File: src/rtl/dds_pkg.sv
// Shared types and default widths for the DDS generator and its frequency meter.
package dds_pkg;

  typedef enum logic [1:0] {
    IDLE,
    ARM,
    GATE,
    REPORT
  } meter_state_t;

  localparam int unsigned DDS_PA_WIDTH   = 23;
  localparam int unsigned DDS_TUNE_WIDTH = 16;

endpackage

File: src/rtl/dds_freq_meter_if.sv
// Result handshake of the frequency meter: tuning-word estimate with valid/ready.
interface dds_freq_meter_if
  import dds_pkg::*;
#(
  parameter int unsigned TUNE_WIDTH = DDS_TUNE_WIDTH
);

  logic [TUNE_WIDTH-1:0] tw_est;
  logic                  ovf;
  logic                  meas_valid;
  logic                  meas_ready;

  modport master (
    output tw_est,
    output ovf,
    output meas_valid,
    input  meas_ready
  );

  modport slave (
    input  tw_est,
    input  ovf,
    input  meas_valid,
    output meas_ready
  );

endinterface

File: src/rtl/hyst_edge_det.sv
// Registers the sample stream and flags hysteresis-qualified rising crossings
// as a single-cycle pulse.
module hyst_edge_det #(
  parameter int unsigned           BITWIDTH = 32,
  parameter logic [BITWIDTH-1:0]   HI_THR   = {2'b11, {(BITWIDTH-2){1'b0}}},
  parameter logic [BITWIDTH-1:0]   LO_THR   = {2'b01, {(BITWIDTH-2){1'b0}}}
) (
  input  logic                clk,
  input  logic                RST,
  input  logic [BITWIDTH-1:0] sig_in,
  output logic                rise
);

  logic [BITWIDTH-1:0] s_q;
  logic                low_seen;

  // The crossing is visible in the same cycle s_q first reaches HI_THR.
  assign rise = low_seen && (s_q >= HI_THR);

  always_ff @(posedge clk or posedge RST) begin
    if (RST) begin
      s_q      <= '0;
      low_seen <= 1'b0;
    end else begin
      s_q <= sig_in;
      if (s_q < LO_THR) begin
        low_seen <= 1'b1;
      end else if (rise) begin
        low_seen <= 1'b0;
      end
    end
  end

endmodule

File: src/rtl/dds_freq_meter.sv
// Counts crossings of a DDS sample stream over a 2^GATE_LOG2-clock gate and
// reports the result in phase-accumulator tuning-word units.
module dds_freq_meter
  import dds_pkg::*;
#(
  parameter int unsigned         BITWIDTH   = 32,
  parameter int unsigned         TUNE_WIDTH = DDS_TUNE_WIDTH,
  parameter int unsigned         PA_WIDTH   = DDS_PA_WIDTH,
  parameter int unsigned         GATE_LOG2  = 16,
  parameter logic [BITWIDTH-1:0] HI_THR     = {2'b11, {(BITWIDTH-2){1'b0}}},
  parameter logic [BITWIDTH-1:0] LO_THR     = {2'b01, {(BITWIDTH-2){1'b0}}}
) (
  input  logic                clk,
  input  logic                RST,
  input  logic                en,
  input  logic [BITWIDTH-1:0] sig_in,
  dds_freq_meter_if.master    res
);

  localparam int unsigned CNT_W = GATE_LOG2 + 1;
  localparam int unsigned EST_W = TUNE_WIDTH + 1 + PA_WIDTH;
  localparam int unsigned SHIFT = PA_WIDTH - GATE_LOG2;
  localparam logic [EST_W-1:0] TW_MAX = {{(EST_W-TUNE_WIDTH){1'b0}}, {TUNE_WIDTH{1'b1}}};

  meter_state_t           state;
  logic [GATE_LOG2-1:0]   timer;
  logic [CNT_W-1:0]       edge_cnt;
  logic [CNT_W-1:0]       cnt_next;
  logic [EST_W-1:0]       est;
  logic [TUNE_WIDTH-1:0]  res_tw;
  logic                   res_ovf;
  logic                   rise;

  logic [TUNE_WIDTH-1:0]  tw_q;
  logic                   ovf_q;
  logic                   valid_q;

  hyst_edge_det #(
    .BITWIDTH (BITWIDTH),
    .HI_THR   (HI_THR),
    .LO_THR   (LO_THR)
  ) u_edge (
    .clk    (clk),
    .RST    (RST),
    .sig_in (sig_in),
    .rise   (rise)
  );

  // Result is formed from the count including an edge in the final gate cycle.
  always_comb begin
    cnt_next = edge_cnt;
    if (rise && (edge_cnt != '1)) begin
      cnt_next = edge_cnt + CNT_W'(1);
    end
    est     = EST_W'(cnt_next) << SHIFT;
    res_ovf = (est > TW_MAX) || (cnt_next == '1);
    res_tw  = res_ovf ? '1 : est[TUNE_WIDTH-1:0];
  end

  always_ff @(posedge clk or posedge RST) begin
    if (RST) begin
      state    <= IDLE;
      timer    <= '0;
      edge_cnt <= '0;
      tw_q     <= '0;
      ovf_q    <= 1'b0;
      valid_q  <= 1'b0;
    end else begin
      case (state)
        IDLE: begin
          timer    <= '0;
          edge_cnt <= '0;
          if (en) begin
            state <= ARM;
          end
        end

        ARM: begin
          if (!en) begin
            state <= IDLE;
            timer <= '0;
          end else if (rise) begin
            state    <= GATE;
            timer    <= '0;
            edge_cnt <= '0;
          end else if (timer == '1) begin
            state   <= REPORT;
            tw_q    <= '0;
            ovf_q   <= 1'b0;
            valid_q <= 1'b1;
          end else begin
            timer <= timer + GATE_LOG2'(1);
          end
        end

        GATE: begin
          if (!en) begin
            state    <= IDLE;
            timer    <= '0;
            edge_cnt <= '0;
          end else begin
            edge_cnt <= cnt_next;
            if (timer == '1) begin
              state   <= REPORT;
              tw_q    <= res_tw;
              ovf_q   <= res_ovf;
              valid_q <= 1'b1;
            end else begin
              timer <= timer + GATE_LOG2'(1);
            end
          end
        end

        REPORT: begin
          // en is sampled only at acceptance so a pending result is never dropped.
          if (res.meas_ready) begin
            valid_q  <= 1'b0;
            timer    <= '0;
            edge_cnt <= '0;
            state    <= en ? ARM : IDLE;
          end
        end

        default: begin
          state <= IDLE;
        end
      endcase
    end
  end

  assign res.tw_est     = tw_q;
  assign res.ovf        = ovf_q;
  assign res.meas_valid = valid_q;

endmodule

File: src/flat_wrapper.sv
// flat-port wrapper written by rule: the top's interface ports become plain ports
module dds_freq_meter_flat import dds_pkg::*;
#(
  parameter int unsigned         BITWIDTH   = 32,
  parameter int unsigned         TUNE_WIDTH = DDS_TUNE_WIDTH,
  parameter int unsigned         PA_WIDTH   = DDS_PA_WIDTH,
  parameter int unsigned         GATE_LOG2  = 16,
  parameter logic [BITWIDTH-1:0] HI_THR     = {2'b11, {(BITWIDTH-2){1'b0}}},
  parameter logic [BITWIDTH-1:0] LO_THR     = {2'b01, {(BITWIDTH-2){1'b0}}}
)
  (clk, RST, en, sig_in, res_tw_est, res_ovf, res_meas_valid, res_meas_ready);
  dds_freq_meter_if #(.TUNE_WIDTH(TUNE_WIDTH)) res_i ();
  input  logic clk;
  input  logic RST;
  input  logic en;
  input  logic [BITWIDTH-1:0] sig_in;
  output wire logic [$bits(res_i.tw_est)-1:0] res_tw_est;
  output wire logic [$bits(res_i.ovf)-1:0] res_ovf;
  output wire logic [$bits(res_i.meas_valid)-1:0] res_meas_valid;
  input wire logic [$bits(res_i.meas_ready)-1:0] res_meas_ready;
  assign res_tw_est = res_i.tw_est;
  assign res_ovf = res_i.ovf;
  assign res_meas_valid = res_i.meas_valid;
  assign res_i.meas_ready = res_meas_ready;
  dds_freq_meter #(.BITWIDTH(BITWIDTH), .TUNE_WIDTH(TUNE_WIDTH), .PA_WIDTH(PA_WIDTH), .GATE_LOG2(GATE_LOG2), .HI_THR(HI_THR), .LO_THR(LO_THR)) u_core (.clk(clk), .RST(RST), .en(en), .sig_in(sig_in), .res(res_i));
endmodule
File: config.mk
export PLATFORM = sky130hd
export DESIGN_NAME = dds_freq_meter_flat
export DESIGN_NICKNAME = d
export VERILOG_FILES = /design/src/rtl/dds_pkg.sv /design/src/rtl/dds_freq_meter_if.sv /design/src/rtl/hyst_edge_det.sv /design/src/rtl/dds_freq_meter.sv /design/src/flat_wrapper.sv
export SDC_FILE = /design/constraint.sdc
export NUM_CORES = 1
export LEC_CHECK = 0
export BUFFER_PORTS_ARGS = -buffer_cell sky130_fd_sc_hd__buf_2
export CORE_MARGIN = 8
export CORE_UTILIZATION = 51
export CTS_BUF_LIST = sky130_fd_sc_hd__clkbuf_4 sky130_fd_sc_hd__clkbuf_8
export CTS_CLUSTER_SIZE = 25
export DETAILED_ROUTE_END_ITERATION = 10
export GPL_ROUTABILITY_DRIVEN = 0
export PLACE_DENSITY = 0.77
export SLEW_MARGIN = 20
export SYNTH_ARGS = -nofsm -noshare
export SYNTH_HDL_FRONTEND = slang
export SYNTH_SLANG_ARGS = --single-unit
File: constraint.sdc
create_clock -name clk -period 2.4 [get_ports clk]
set_input_delay 0.12 -clock clk [delete_from_list [all_inputs] [get_ports clk]]
set_output_delay 0.12 -clock clk [all_outputs]
set_load 0.005 [all_outputs]
Word-level counts from Yosys, hierarchy flattened --
Index checks and enable logic that the tools add are counted.
Storage, ports and cells: latch bits 0, memories 0, memory bits (read-only) 0, output and inout port bits 18, register bits 86, input port bits 36, logic and storage cells 79, memory bits (writable) 0
Cells by class: reduce and logical (&&, ||, !) cells 11, mux-type cells 41, eq/ne operators 14, add/subtract/negate cells 2, multiply operators 0, shift-type cells 0, bitwise gates (word level) 0, magnitude comparators 3, divide/modulo/power cells 0
Operator list (count):
- 2-to-1 mux 16 bit | 11
- 2-to-1 mux 17 bit | 5
- one-hot mux 17 bit (4 select lines) | 1
- one-hot mux 16 bit (4 select lines) | 1
- >= comparator 32 bit (second input constant) | 1
- < comparator 32 x 31 -> 1 bit (second input constant) | 1
- one-hot mux 16 bit (2 select lines) | 1
- greater-than comparator 24 x 16 -> 1 bit (second input constant) | 1
- adder 17 x 1 -> 17 bit (second input constant) | 1
- == test 17 bit (second input constant) | 1
- inequality test 17 bit (second input constant) | 1
- adder 16 x 1 -> 16 bit (second input constant) | 1
- == test 16 bit (second input constant) | 1
- 2-to-1 mux 1 bit | 13
- 2-to-1 mux 2 bit | 6
- inequality test 2 bit (second input constant) | 5
- one-hot mux 2 bit (4 select lines) | 1
- inequality test 2 x 1 -> 1 bit (second input constant) | 3
- AND reduction 6 bit | 1
- AND reduction 5 bit | 1
- == test 2 bit (second input constant) | 2
- nonzero test 2 bit | 2
- one-hot mux 1 bit (3 select lines) | 1
- AND reduction 3 bit | 1
- other kinds (7) | 8

Logic depth before layout (Yosys ltp) --
Gate-level depths: netlist of the first run.
depth after elaboration 10, gate-level depth with buffers 11, gate-level depth less buffers 10

By module --
A second synthesis of the first run with hierarchy kept.
Unflattened totals: cell total of the unflattened synthesis 316, area, all modules 2876.5 sq um
Modules (own cells, without submodules):
- dds_freq_meter | area an instance 2771.4 sq um, cells each 308, seq. area each 1151.1 sq um, times used 1
- hyst_edge_det | area an instance 105.1 sq um, cells each 8, seq. area each 75.1 sq um, times used 1

Worst setup path after synthesis of the first run --
No wires, ideal clock.
path type register to register, start point register u_core.edge_cnt[11], end point register u_core.tw_q[8] (netlist: u_core.res.tw_est[8]), setup time 0.137 ns, buffers on the path 1, data required time 2.263 ns, clock period less this slack 2.551 ns, stages on the path, launching flop included 12, slack -0.151 ns, arrival 2.415 ns, cell sequence dfrtp_1 -> clkbuf_1 -> and3_1 -> nand2_1 -> nor3_1 -> ha_1 -> nand4b_4 -> nor4_4 -> and3_1 -> o211ai_2 -> o21bai_4 -> o211ai_1
Between the ends: word-level cells in the longest chain between the ends 9, elaborated cells on any way between the ends 11, those cells by class 1 x add/sub; 1 x order compare; 2 x eq/ne; 5 x mux; 2 x reduce/logical
RTL lines:
- start, declared | RTL line dds_freq_meter.sv:27 | logic [CNT_W-1:0] edge_cnt;
- start signal, assigned | RTL line dds_freq_meter.sv:102 | edge_cnt <= cnt_next;
- branches (longest 2 deep; another with adder 17 x 1 -> 17 bit)
- 2-to-1 mux 17 bit (*) | RTL line dds_freq_meter.sv:52 | if (rise && (edge_cnt != '1)) begin
- greater-than comparator 24 x 16 -> 1 bit or == test 17 bit (tied branches) | RTL line dds_freq_meter.sv:56 | res_ovf = (est > TW_MAX) || (cnt_next == '1);
- logical OR 1 bit | RTL line dds_freq_meter.sv:56
- 2-to-1 mux 16 bit (*) | RTL line dds_freq_meter.sv:57 | res_tw = res_ovf ? '1 : est[TUNE_WIDTH-1:0];
- 2-to-1 mux 16 bit (*) | RTL line dds_freq_meter.sv:103 | if (timer == '1) begin
- 2-to-1 mux 16 bit (*) | RTL line dds_freq_meter.sv:97 | if (!en) begin
- one-hot mux 16 bit (2 select lines) (*) | RTL line dds_freq_meter.sv:69 | case (state)
- end signal, assigned | RTL line dds_freq_meter.sv:105 | tw_q <= res_tw;
- end, declared | RTL line dds_freq_meter.sv:34 | logic [TUNE_WIDTH-1:0] tw_q;
Every way passes the cells marked *. The select of a mux whose other input is x is not followed. A chain may end at the register's enable or synchronous reset.

Final worst setup path of the first run --
start point register u_core.edge_cnt[10], end point register u_core.tw_q[13] (netlist: u_core.res.tw_est[13])
The elaborated chain is that of the path after synthesis.

==> impl_results.md, run 1 <==
- Result of the run: finished, violations left
- Violated checks: setup timing
- Max-slew violation count: 0
- Unrepaired setup endpoints after global routing: true
- Fraction of power consumed by sequential logic: 49.8%
- Clock share of power: 28.8%
- Count of cells along the worst register-to-register path: 11
- Proportion of total power due to net switching: 31.8%
- DRC: 0
- Min-delay worst type: in -> reg
- Per-cell via count in the routed design: 5.86
- Final worst-path cycle share: 103%
- Average instance area after synthesis: 9.21 um^2
- Number of endpoints failing setup at the final stage: 8
- Cell with the most instances on the worst path: sky130_fd_sc_hd__nand4_1
- Total number of yosys warnings: 0
- Path type of the worst setup path: reg -> reg
- Clock-pin transition on the worst setup and hold timing paths: around 0.10 ns
- Largest cells by area after synthesis: sky130_fd_sc_hd__dfrtp_1 43%, sky130_fd_sc_hd__o21ai_0 6.9%, sky130_fd_sc_hd__nand2_1 5.6%
- Total clock buffers created by CTS: 5
- Vert. Die Dim: 91.2 um
- Main synth FF type: sky130_fd_sc_hd__dfrtp_1
- Synthesized-area fraction occupied by ao, oa, aoi and oai cells: approximately 21%
- Number of enable-type register cells in the synthesized netlist: 0
- Cell type with the largest total area after synthesis: sky130_fd_sc_hd__dfrtp_1
- Cells traversed along the worst timing path: nand4_1 > or2_4 > nor3_2 > ha_2 > nand4b_4 > nor4_4 > mux2i_1 > nand4_1 > buf_6 > o21bai_4 > o211ai_1
- Net load switching power: 558 uW
- Launch instance of the worst register-to-register path: u_core.edge_cnt[10]
- Sum of negative setup slack: -0.290 ns
- Worst slew margin relative to its limit: 58.9%
- Net count reported at finish: 415
- Residual overflow from global routing: 0
- Routed vias: 2600
- Slack of the critical path: -0.0659 ns
- Destination of the worst register-to-register timing path: u_core.res.tw_est[13]
- Worst slack after detailed placement: -0.116 ns
- Number of antenna violations at the first check in global routing: 0
- Skew-Pair Late Insertion Delay: about 0.31 ns
- Gate power share: 21.4%
- Maximum level of the CTS H-tree: 2
- Buffer type at the clock tree root: sky130_fd_sc_hd__clkbuf_8
- Aggregate global-route resource usage: approximately 17%
- Core area: 5470 um^2
- Clock skew after layout: 0.0139 ns
- Number of buffers added on ports: 23
- Largest net degree at the start of global routing: 50
- Areal power density over the cells: ~490 nW/um^2
- Number of buffers between clock root and the deepest sink: 2
- Yosys cell types: 49
- Area fraction in and, or, nand and nor cells after synthesis: 24.5%
- Total wire length: 6.96 mm
- Fraction of synthesized area in multiplexers: under 10%
- Netlist area before placement: 2880 um^2
- Number of buffers and inverters on the critical path: 1
- Delay of the slowest cell on the worst path: between 0.4 and 0.5 ns
- TritonCTS clock tree: built
- Number of clock sinks: between 40 and 50
- Slowest library cell on the worst path: sky130_fd_sc_hd__dfrtp_1
- Wire length of the first global-routing pass: 11.7 mm
- Min Hold Slack: 0.260 ns
- Critical Path Fanout Max: 5
- Async set or reset register ratio after synthesis: 100%
- Cell family contributing the most delay on the critical path: simple AND/OR/NAND/NOR gates
- Post-Synth Adder-Cell Area: 3.47%
- Worst slew pin tran: slightly above 0.6 ns
- Layout-stage area growth over the synthesis result: 23.9%
- Startpoint of the worst hold path: en
- Die Area: 8320 um^2
- Final Hold Vio Count: 0
- CP Capture Type: flip-flop
- Iteration-0 DRC count of the detailed router: 196
- Proportion of netlist area held by the largest area contributor: between 40% and 50%
- Sequential share of the synthesized area: 42.5%
- Lkg Pwr: 0.00164 uW
- Antenna viol nets, final: 0
- Area share of xor/xnor cells in the synthesized design: between 3 and 4%
- Number of flip-flops and latches in the synthesized netlist: 49
- Number of global-route vias before repair: 2456
- Min cycle time layout: roughly 2.5 ns
- IR drop worst, VDD: 0.294 mV
- Half-perimeter wire length after detailed placement: 4.61 mm
- Worst Hold Depth: 3
- Combinational family with the most area after synthesis: simple AND/OR/NAND/NOR gates
- Number of ports placed on the die boundary: 54
- Req. time, crit path: ~2.6 ns
- Core Rows: 27
- Int Power: 1190 uW
- Worst R2R Setup Slack: -0.07 ns
- Synth Net Count: approximately 360
- Starting utilization of the core area: between 50% and 60%
- Kind of launch point of the worst setup path: flip-flop
- Reported max-cap violation count: 0
- Router iterations before antenna repair: 4
- Width of the die: 91.2 um
- Antenna cells: 0
- Terminating pin of the worst hold path: u_core.res.tw_est[7]
- Cell count after synthesis: about 310
- Arr. time, crit path: 2.65 ns
- Maximum clock rate: slightly above 400 MHz
- Avg WL per Cell: 15.7 um
- Layout cells sized above 1: between 20 and 30%
kinds of logic after synthesis:
kind of cell,after synthesis
mux,3
buf+inv,22
flops,49
fa+ha+maj,8
xor+xnor,13
simple gates,126
compound gates,92
cell usage after synthesis (all sizes together) (8+ instances only):
cell     n
nor3     8
o31ai    8
xnor2   10
nor2    18
a21oi   14
ha       8
nand3   16
o211ai   9
o21ai   40
nand4   11
dfrtp   49
clkbuf  10
nand2   43
power groups by stage:
stage	combinational (uW)	clock [uW]	sequential [uW]
after floorplan	271	0	882
after global placement	350	0	886
after detailed placement	359	0	887
after CTS	365	516	871
after global routing	420	554	876
final	376	505	872
cells in the final DEF, fill, tap and decap left out, types with 6 or more instances in the layout:
cell type	instances
sky130_fd_sc_hd__o211ai_1	8
sky130_fd_sc_hd__nand2_1	42
sky130_fd_sc_hd__o31ai_1	7
sky130_fd_sc_hd__nor3_1	7
sky130_fd_sc_hd__nor2_1	18
sky130_fd_sc_hd__buf_4	39
sky130_fd_sc_hd__a21oi_1	14
sky130_fd_sc_hd__o21ai_0	39
sky130_fd_sc_hd__buf_2	23
sky130_fd_sc_hd__ha_1	6
sky130_fd_sc_hd__nand4_1	9
sky130_fd_sc_hd__dfrtp_1	48
sky130_fd_sc_hd__nand3_1	13
sky130_fd_sc_hd__xnor2_1	8
registers in the layout (all words and copies together), names as in the netlist:
signal / count
u_core.timer: 16
u_core.res.meas_valid: 1
u_core.state: 2
u_core.u_edge.s_q: 2
u_core.u_edge.low_seen: 1
u_core.res.ovf: 1
u_core.edge_cnt: 17
u_core.res.tw_est: 9
how the worst max path moves through the flow:
stage | start | end | slack [ns] | depth (start not counted)
6_report | u_core.edge_cnt[10] | u_core.res.tw_est[13] | -0.07 | 11
5_1_grt | u_core.edge_cnt[5] | u_core.res.tw_est[13] | -0.23 | 11
4_1_cts | u_core.edge_cnt[4] | u_core.res.tw_est[13] | -0.03 | 11
3_5_place_dp | u_core.edge_cnt[4] | u_core.res.tw_est[15] | -0.12 | 9
3_3_place_gp | u_core.edge_cnt[4] | u_core.res.tw_est[13] | -0.12 | 9
2_1_floorplan | u_core.edge_cnt[3] | u_core.res.tw_est[10] | -0.06 | 10
stage by stage:
step | std cells | cell area, um^2 | util (%) | total power, uW
2_1_floorplan | 313 | 2920 | - | 1150
3_3_place_gp | 424 | 3260 | 59.6 | 1240
3_5_place_dp | 424 | 3260 | 59.6 | 1250
4_1_cts | 438 | 3470 | 63.3 | 1750
5_1_grt | 444 | 3570 | 65.3 | 1850
6_report | 444 | 3570 | 65.3 | 1750
metal layers:
layer  routed length, um  up-vias  track usage (%)  part of all wire, %
met1                3190     1239             22.1                   46
li1                    -     1264                -                    -
met4                  94        0             6.68                  1.4
met5                   0        -                0                    0
met2                3150       89             24.7                   45
met3                 519        8             4.94                  7.5
worst min-delay path: stages:
cell and delay, ns:
sky130_fd_sc_hd__buf_2 0.16, sky130_fd_sc_hd__nand3_4 0.15, sky130_fd_sc_hd__o21ai_0 0.10
layout make-up:
class / count / area [um^2]
clock buffers: 6 / 76.3
clock inverters: 2 / 15.0
fillers: 443 / 1900
inverters: 5 / 18.8
multi-input cells: 243 / 1680
flip-flops and latches: 49 / 1230
well taps: 72 / 90.1
repair buffers: 67 / 469
repair_timing:
| action | 4_1_cts | 5_1_grt |
|---|---|---|
| resized for setup | 8 | 10 |
| cloned | 1 | 0 |
| endpoints found under the hold margin | 41 | 0 |
| setup endpoints to repair | 11 | 14 |
| buffers inserted | 2 | 6 |
| pin swaps | 11 | 16 |
| hold buffers | 3 | 0 |
No activity file was read; power rests on OpenSTA's default activity.
==> inputs of run 2 (changes only) <==
- CORE_UTILIZATION: 51 -> 42
- PLACE_DENSITY: 0.77 -> 0.66
==> run 2 against run 1 <==
Against the previous run: the run still ends with setup timing left; clock power rose by 25%; non-clock buffer count grew 2; routed wire length increased by 0.95%; register-to-register slack is essentially flat; sequential share of layout area fell by 0.29 points; die area rose by 18%; final cell count up 2.3%; global-route usage shrank 1.9 points; largest cell class unchanged; first-iteration DRC count fell by 26%; via count shrank 2.2%; critical endpoint unchanged.
==> impl_results.md, run 2 (synthesized netlist as in run 1, its figures left out) <==
- Arr. time, crit path: 2.64 ns
- Worst slew margin relative to its limit: 57.5%
- Number of ports placed on the die boundary: 54
- Number of buffers between clock root and the deepest sink: 2
- Final Hold Vio Count: 0
- Unrepaired setup endpoints after global routing: true
- Net count reported at finish: 417
- Path type of the worst setup path: reg -> reg
- Avg WL per Cell: 15.5 um
- Layout-stage area growth over the synthesis result: 24.9%
- Core Rows: 30
- Vert. Die Dim: 98.9 um
- IR drop worst, VDD: about 0.22 mV
- Wire length of the first global-routing pass: 11.8 mm
- Number of flip-flops in the largest register: 17
- Total wire length: 7.02 mm
- CP Capture Type: flip-flop
- Min cycle time layout: between 2 and 2.5 ns
- Min-delay worst type: in -> reg
- Largest net degree at the start of global routing: 50
- Clock-pin transition on the worst setup and hold timing paths: 0.09 ns
- Number of endpoints failing setup at the final stage: 9
- Number of buffers added on ports: 23
- Skew-Pair Late Insertion Delay: 0.31 ns
- Instance area at placement: about 3300 um^2
- Per-cell via count in the routed design: between 5 and 6
- Aggregate global-route resource usage: 14.7%
- Number of clock sinks: 49
- Gate power share: 19.7%
- Antenna viol nets, final: 0
- Starting utilization of the core area: 42.9%
- Final cell area excluding filler cells: around 3600 um^2
- TritonCTS clock tree: built
- Final core utilization: 53.6%
- Violated checks: setup timing
- Number of antenna violations at the first check in global routing: 0
- Die Area: 9770 um^2
- Areal power density over the cells: 520 nW/um^2
- Int Power: 1330 uW
- Met3 WL post-DR: 288 um
- Fraction of power consumed by sequential logic: 46.5%
- Met2 layer wire length in the routed design: approximately 3.2 mm
- Residual overflow from global routing: 0
- Max-slew violation count: 0
- Worst R2R Setup Slack: -0.06 ns
- Reported max-cap violation count: 0
- Number of global-route vias before repair: between 2000 and 2500
- Net load switching power: approximately 540 uW
- Maximum level of the CTS H-tree: 2
- Iteration-0 DRC count of the detailed router: 145
- Highest routed layer: met4
- Req. time, crit path: 2.58 ns
- Routed length on met1: 3.45 mm
- Antenna cells: 0
- Buffer type at the clock tree root: sky130_fd_sc_hd__clkbuf_8
- Commonest non-fill, non-tap cell in the layout: sky130_fd_sc_hd__dfrtp_1
- Slack of the critical path: -0.0596 ns
- Total clock buffers created by CTS: 5
- Clock skew after layout: 0.00874 ns
- Routed vias: between 2000 and 3000
- Layout cells sized above 1: 28.6%
- Result of the run: finished, violations left
- Worst slew pin tran: roughly 0.64 ns
- Clock share of power: roughly a third
- Most frequent cells in the layout: 48 x sky130_fd_sc_hd__dfrtp_1, 42 x sky130_fd_sc_hd__nand2_1, 42 x sky130_fd_sc_hd__buf_4
- Core area: 6720 um^2
- Maximum clock rate: 407 MHz
- DRC: 0
- Kind of launch point of the worst setup path: flip-flop
- Router iterations before antenna repair: 4
- Final worst-path cycle share: 102%
- Half-perimeter wire length after detailed placement: 4.80 mm
- Proportion of total power due to net switching: between 20 and 30%
- Lkg Pwr: 0.00166 uW
- Width of the die: slightly below 100 um
- Critical Path Fanout Max: 5
- Largest Register: u_core.edge_cnt
==> run 2: per-stage QoR <==
stage	hold WS, ns	power [uW]	worst slack [ns]	setup TNS (ns)	cells
floorplan	0.151	1150	-0.0619	-0.483	313
global route	0.280	1960	-0.168	-1.44	454
detailed placement	0.231	1250	-0.112	-0.905	433
CTS	0.281	1890	0.00237	0	453
finish	0.262	1870	-0.0596	-0.327	454
global placement	0.230	1240	-0.101	-0.839	433
==> run 2: power by group through the flow <==
stage	combinational, uW	clock, uW	sequential (uW)
finish	369	632	871
floorplan	271	0	882
global route	414	674	875
global placement	355	0	887
CTS	367	652	871
detailed placement	359	0	888
==> run 2: cell type report <==
| class | instances | area [um^2] |
|---|---|---|
| fillers | 596 | 3120 |
| multi-input cells | 243 | 1660 |
| flip-flops and latches | 49 | 1230 |
| repair buffers | 69 | 472 |
| well taps | 80 | 100 |
| clock buffers | 7 | 90.1 |
| clock inverters | 1 | 30.0 |
| inverters | 5 | 18.8 |
==> run 2: path summary, 6_finish.rpt <==
kind                                        from               endpoint  cells past startpoint
min                                           en   u_core.res.tw_est[7]                      3
max                           u_core.edge_cnt[5]  u_core.res.tw_est[13]                     11
min in group asynchronous                    RST       u_core.timer[15]                      4
max in group asynchronous                    RST     u_core.edge_cnt[6]                      4
max reg2reg                   u_core.edge_cnt[5]  u_core.res.tw_est[13]                     11
min reg2reg                u_core.res.tw_est[11]  u_core.res.tw_est[11]                      2
==> run 2: what timing repair did <==
| item | CTS | global route |
|---|---|---|
| pin swaps | 11 | 12 |
| resized for setup | 7 | 11 |
| gates cloned | 1 | 0 |
| buffers inserted | 8 | 2 |
| endpoints found under the hold margin | 15 | 0 |
| hold buffers | 3 | 0 |
| setup endpoints to repair | 10 | 13 |
==> run 2: per-layer routing <==
metal  GRT usage (%)  vias to the layer above
li1                -                     1260
met4            5.43                        0
met3            2.89                        8
met5               0                        -
met1            19.9                     1231
met2            22.5                       43
==> run 2: worst max-delay path: stages (launching register included) <==
cell and delay, ns:
sky130_fd_sc_hd__dfrtp_1 0.40, sky130_fd_sc_hd__nand4_1 0.14, sky130_fd_sc_hd__or2_4 0.15, sky130_fd_sc_hd__nor3_2 0.04, sky130_fd_sc_hd__ha_2 0.16, sky130_fd_sc_hd__nand4b_4 0.24, sky130_fd_sc_hd__nor4_4 0.36, sky130_fd_sc_hd__mux2i_1 0.23
sky130_fd_sc_hd__nand4_1 0.14, sky130_fd_sc_hd__buf_6 0.18, sky130_fd_sc_hd__o21bai_4 0.19, sky130_fd_sc_hd__o211ai_1 0.12
==> inputs of run 3 (changes only) <==
==> constraint.sdc (replaced) <==
create_clock -name clk -period 2.4 [get_ports clk]
set_input_delay 0.36 -clock clk [delete_from_list [all_inputs] [get_ports clk]]
set_output_delay 0.36 -clock clk [all_outputs]
set_load 0.005 [all_outputs]
==> run 3 against run 2 <==
Against the previous run: the flow still finishes with violations (setup timing); cell area fell by 1.8%; setup slack got worse by 0.0052 ns; combinational power grew 1%; routed wire length down 0.65%; first-iteration DRC count down 4.8%; total power fell by 6.2%; final cell count down 0.66%; core utilization down 0.95 points; clock skew grew 0.0049 ns; critical endpoint is now u_core.res.tw_est[15]; largest cell class unchanged; largest power group unchanged.
==> impl_results.md, run 3 (synthesized netlist as in run 1, its figures left out) <==
- Result of the run: finished, violations left
- Violated checks: setup timing
- Starting utilization of the core area: 42.9%
- Number of clock sinks: between 40 and 50
- Areal power density over the cells: 496 nW/um^2
- Net count reported at finish: 414
- Critical Path Fanout Max: 6
- Antenna cells: 0
- Vert. Die Dim: 98.9 um
- Number of global-route vias before repair: ~2400
- TritonCTS clock tree: built
- Max-slew violation count: 0
- Kind of launch point of the worst setup path: flip-flop
- Aggregate global-route resource usage: 14.5%
- Commonest non-fill, non-tap cell in the layout: sky130_fd_sc_hd__dfrtp_1
- Skew-Pair Late Insertion Delay: 0.31 ns
- Maximum clock rate: 406 MHz
- Arr. time, crit path: 2.64 ns
- Width of the die: approximately 99 um
- CP Capture Type: flip-flop
- Number of buffers inserted for hold repair after clock tree synthesis: 0
- Routed vias: 2550
- Number of flip-flops in the largest register: 17
- Iteration-0 DRC count of the detailed router: 138
- Min cycle time layout: 2.46 ns
- Path type of the worst setup path: reg -> reg
- Die Area: 9770 um^2
- Delay of the slowest cell on the worst path: 0.44 ns
- Number of fill cells in the layout: around 640
- Number of buffers added on ports: 23
- Number of ports placed on the die boundary: 54
- Avg WL per Cell: 15.5 um
- Core Rows: 30
- Per-cell via count in the routed design: 5.65
- Half-perimeter wire length after detailed placement: just under 5 mm
- Largest net degree at the start of global routing: 35
- Slack of the critical path: -0.0648 ns
- Clock-pin transition on the worst setup and hold timing paths: 0.10 ns
- Layout-stage area growth over the synthesis result: 22.7%
- Min Hold Slack: between 0.15 and 0.2 ns
- Cell family contributing the most delay on the critical path: simple AND/OR/NAND/NOR gates
- Antenna viol nets, final: 0
- Layout cells sized above 1: 29.4%
- Min-delay worst type: in -> async
- Unrepaired setup endpoints after global routing: true
- Reported max-cap violation count: 0
- Sum of negative setup slack: -0.299 ns
- Final Hold Vio Count: 0
- Router iterations before antenna repair: 4
- Number of antenna violations at the first check in global routing: 0
- Number of buffers and inverters on the critical path: 1
- Clock skew after layout: 0.0136 ns
- Number of buffers between clock root and the deepest sink: 2
- Req. time, crit path: 2.58 ns
- Residual overflow from global routing: 0
- Wire length of the first global-routing pass: about 12 mm
- DRC: 0
- Most frequent cells in the layout: 48 x sky130_fd_sc_hd__dfrtp_1, 42 x sky130_fd_sc_hd__nand2_1, 42 x sky130_fd_sc_hd__buf_4
- Final worst-path cycle share: 103%
- Maximum level of the CTS H-tree: 2
- Core area: 6720 um^2
- Worst slew margin relative to its limit: roughly half
- Design Power: 1760 uW
- Slowest library cell on the worst path: sky130_fd_sc_hd__nor4_4
- IR drop worst, VDD: 0.204 mV
- Cells traversed along the worst timing path: and3_4 > nand2_2 > nor3_2 > ha_2 > nand4b_4 > nor4_4 > xnor2_1 > nand4_1 > buf_6 > o21bai_4 > o211ai_1
- Worst slew pin tran: between 0.7 and 0.8 ns
- Lkg Pwr: 0.00163 uW
- Buffer type at the clock tree root: sky130_fd_sc_hd__clkbuf_8
- Largest Register: u_core.edge_cnt
- Number of endpoints failing setup at the final stage: 9
- Total wire length: 6.98 mm
- Total clock buffers created by CTS: 5
-- run 3: cell count changes in the layout (fill, tap and decap cells not counted), moves of 2 or more --
cell | previous run | this run
sky130_fd_sc_hd__clkinvlp_4 | 0 | 2
sky130_fd_sc_hd__dlygate4sd3_1 | 3 | 0
sky130_fd_sc_hd__o21ai_0 | 37 | 35
sky130_fd_sc_hd__o21ai_1 | 3 | 5
-- run 3: path summary, 6_finish.rpt --
kind,start,to,slack (ns),cells past startpoint
max,u_core.edge_cnt[13],u_core.res.tw_est[15],-0.06,11
min,RST,u_core.res.tw_est[8],0.15,2
max reg2reg,u_core.edge_cnt[13],u_core.res.tw_est[15],-0.06,11
min reg2reg,u_core.res.tw_est[10],u_core.res.tw_est[10],0.50,2
max in group asynchronous,RST,u_core.timer[3],1.58,3
min in group clk,sig_in[30],u_core.u_edge.s_q[30],0.16,1
-- run 3: metal layers --
layer,wire length [um],GRT usage [%],vias to the layer above,share of wire [%]
met5,0,0,-,0
met4,90,5.31,0,1.3
li1,-,-,1257,-
met1,3360,19.6,1234,48
met2,3150,22.0,54,45
met3,374,3.31,5,5.4
-- run 3: per-stage QoR --
stage / std cells / cell area (um^2) / setup WS, ns / util (%)
global route: 451 / 3540 / -0.203 / 52.7
floorplan: 313 / 2920 / -0.0619 / -
global placement: 436 / 3300 / -0.154 / 49.2
finish: 451 / 3540 / -0.0648 / 52.7
detailed placement: 436 / 3300 / -0.196 / 49.2
CTS: 449 / 3500 / -0.00365 / 52.2
-- run 3: what timing repair did --
item	4_1_cts	5_1_grt
gates cloned	1	0
endpoints found under the setup margin	11	12
setup buffers	4	2
pin swaps	14	13
resized for setup	12	8
-- run 3: worst register-to-register path: cells and delay by family (launching register included) --
kind            cells  cell delay [ns]
simple gates        6             1.14
flops               1             0.40
compound gates      2             0.33
fa+ha+maj           1             0.16
xor+xnor            1             0.16
buf+inv             1             0.16
-- run 3: power by group --
part	internal (uW)	total, uW	switching, uW
Combinational	131	374	243
Clock	217	509	292
Sequential	845	873	28.1
Total	1190	1760	563
-- run 3: final cells by class --
class	count	area [um^2]	area share, %
clock buffer	6	76.3	2.16
multi-input combinational	243	1660	46.9
clock inverter	2	15.0	0.424
inverter	5	18.8	0.530
tap	80	100	2.83
timing repair buffer	66	442	12.5
sequential	49	1230	34.7
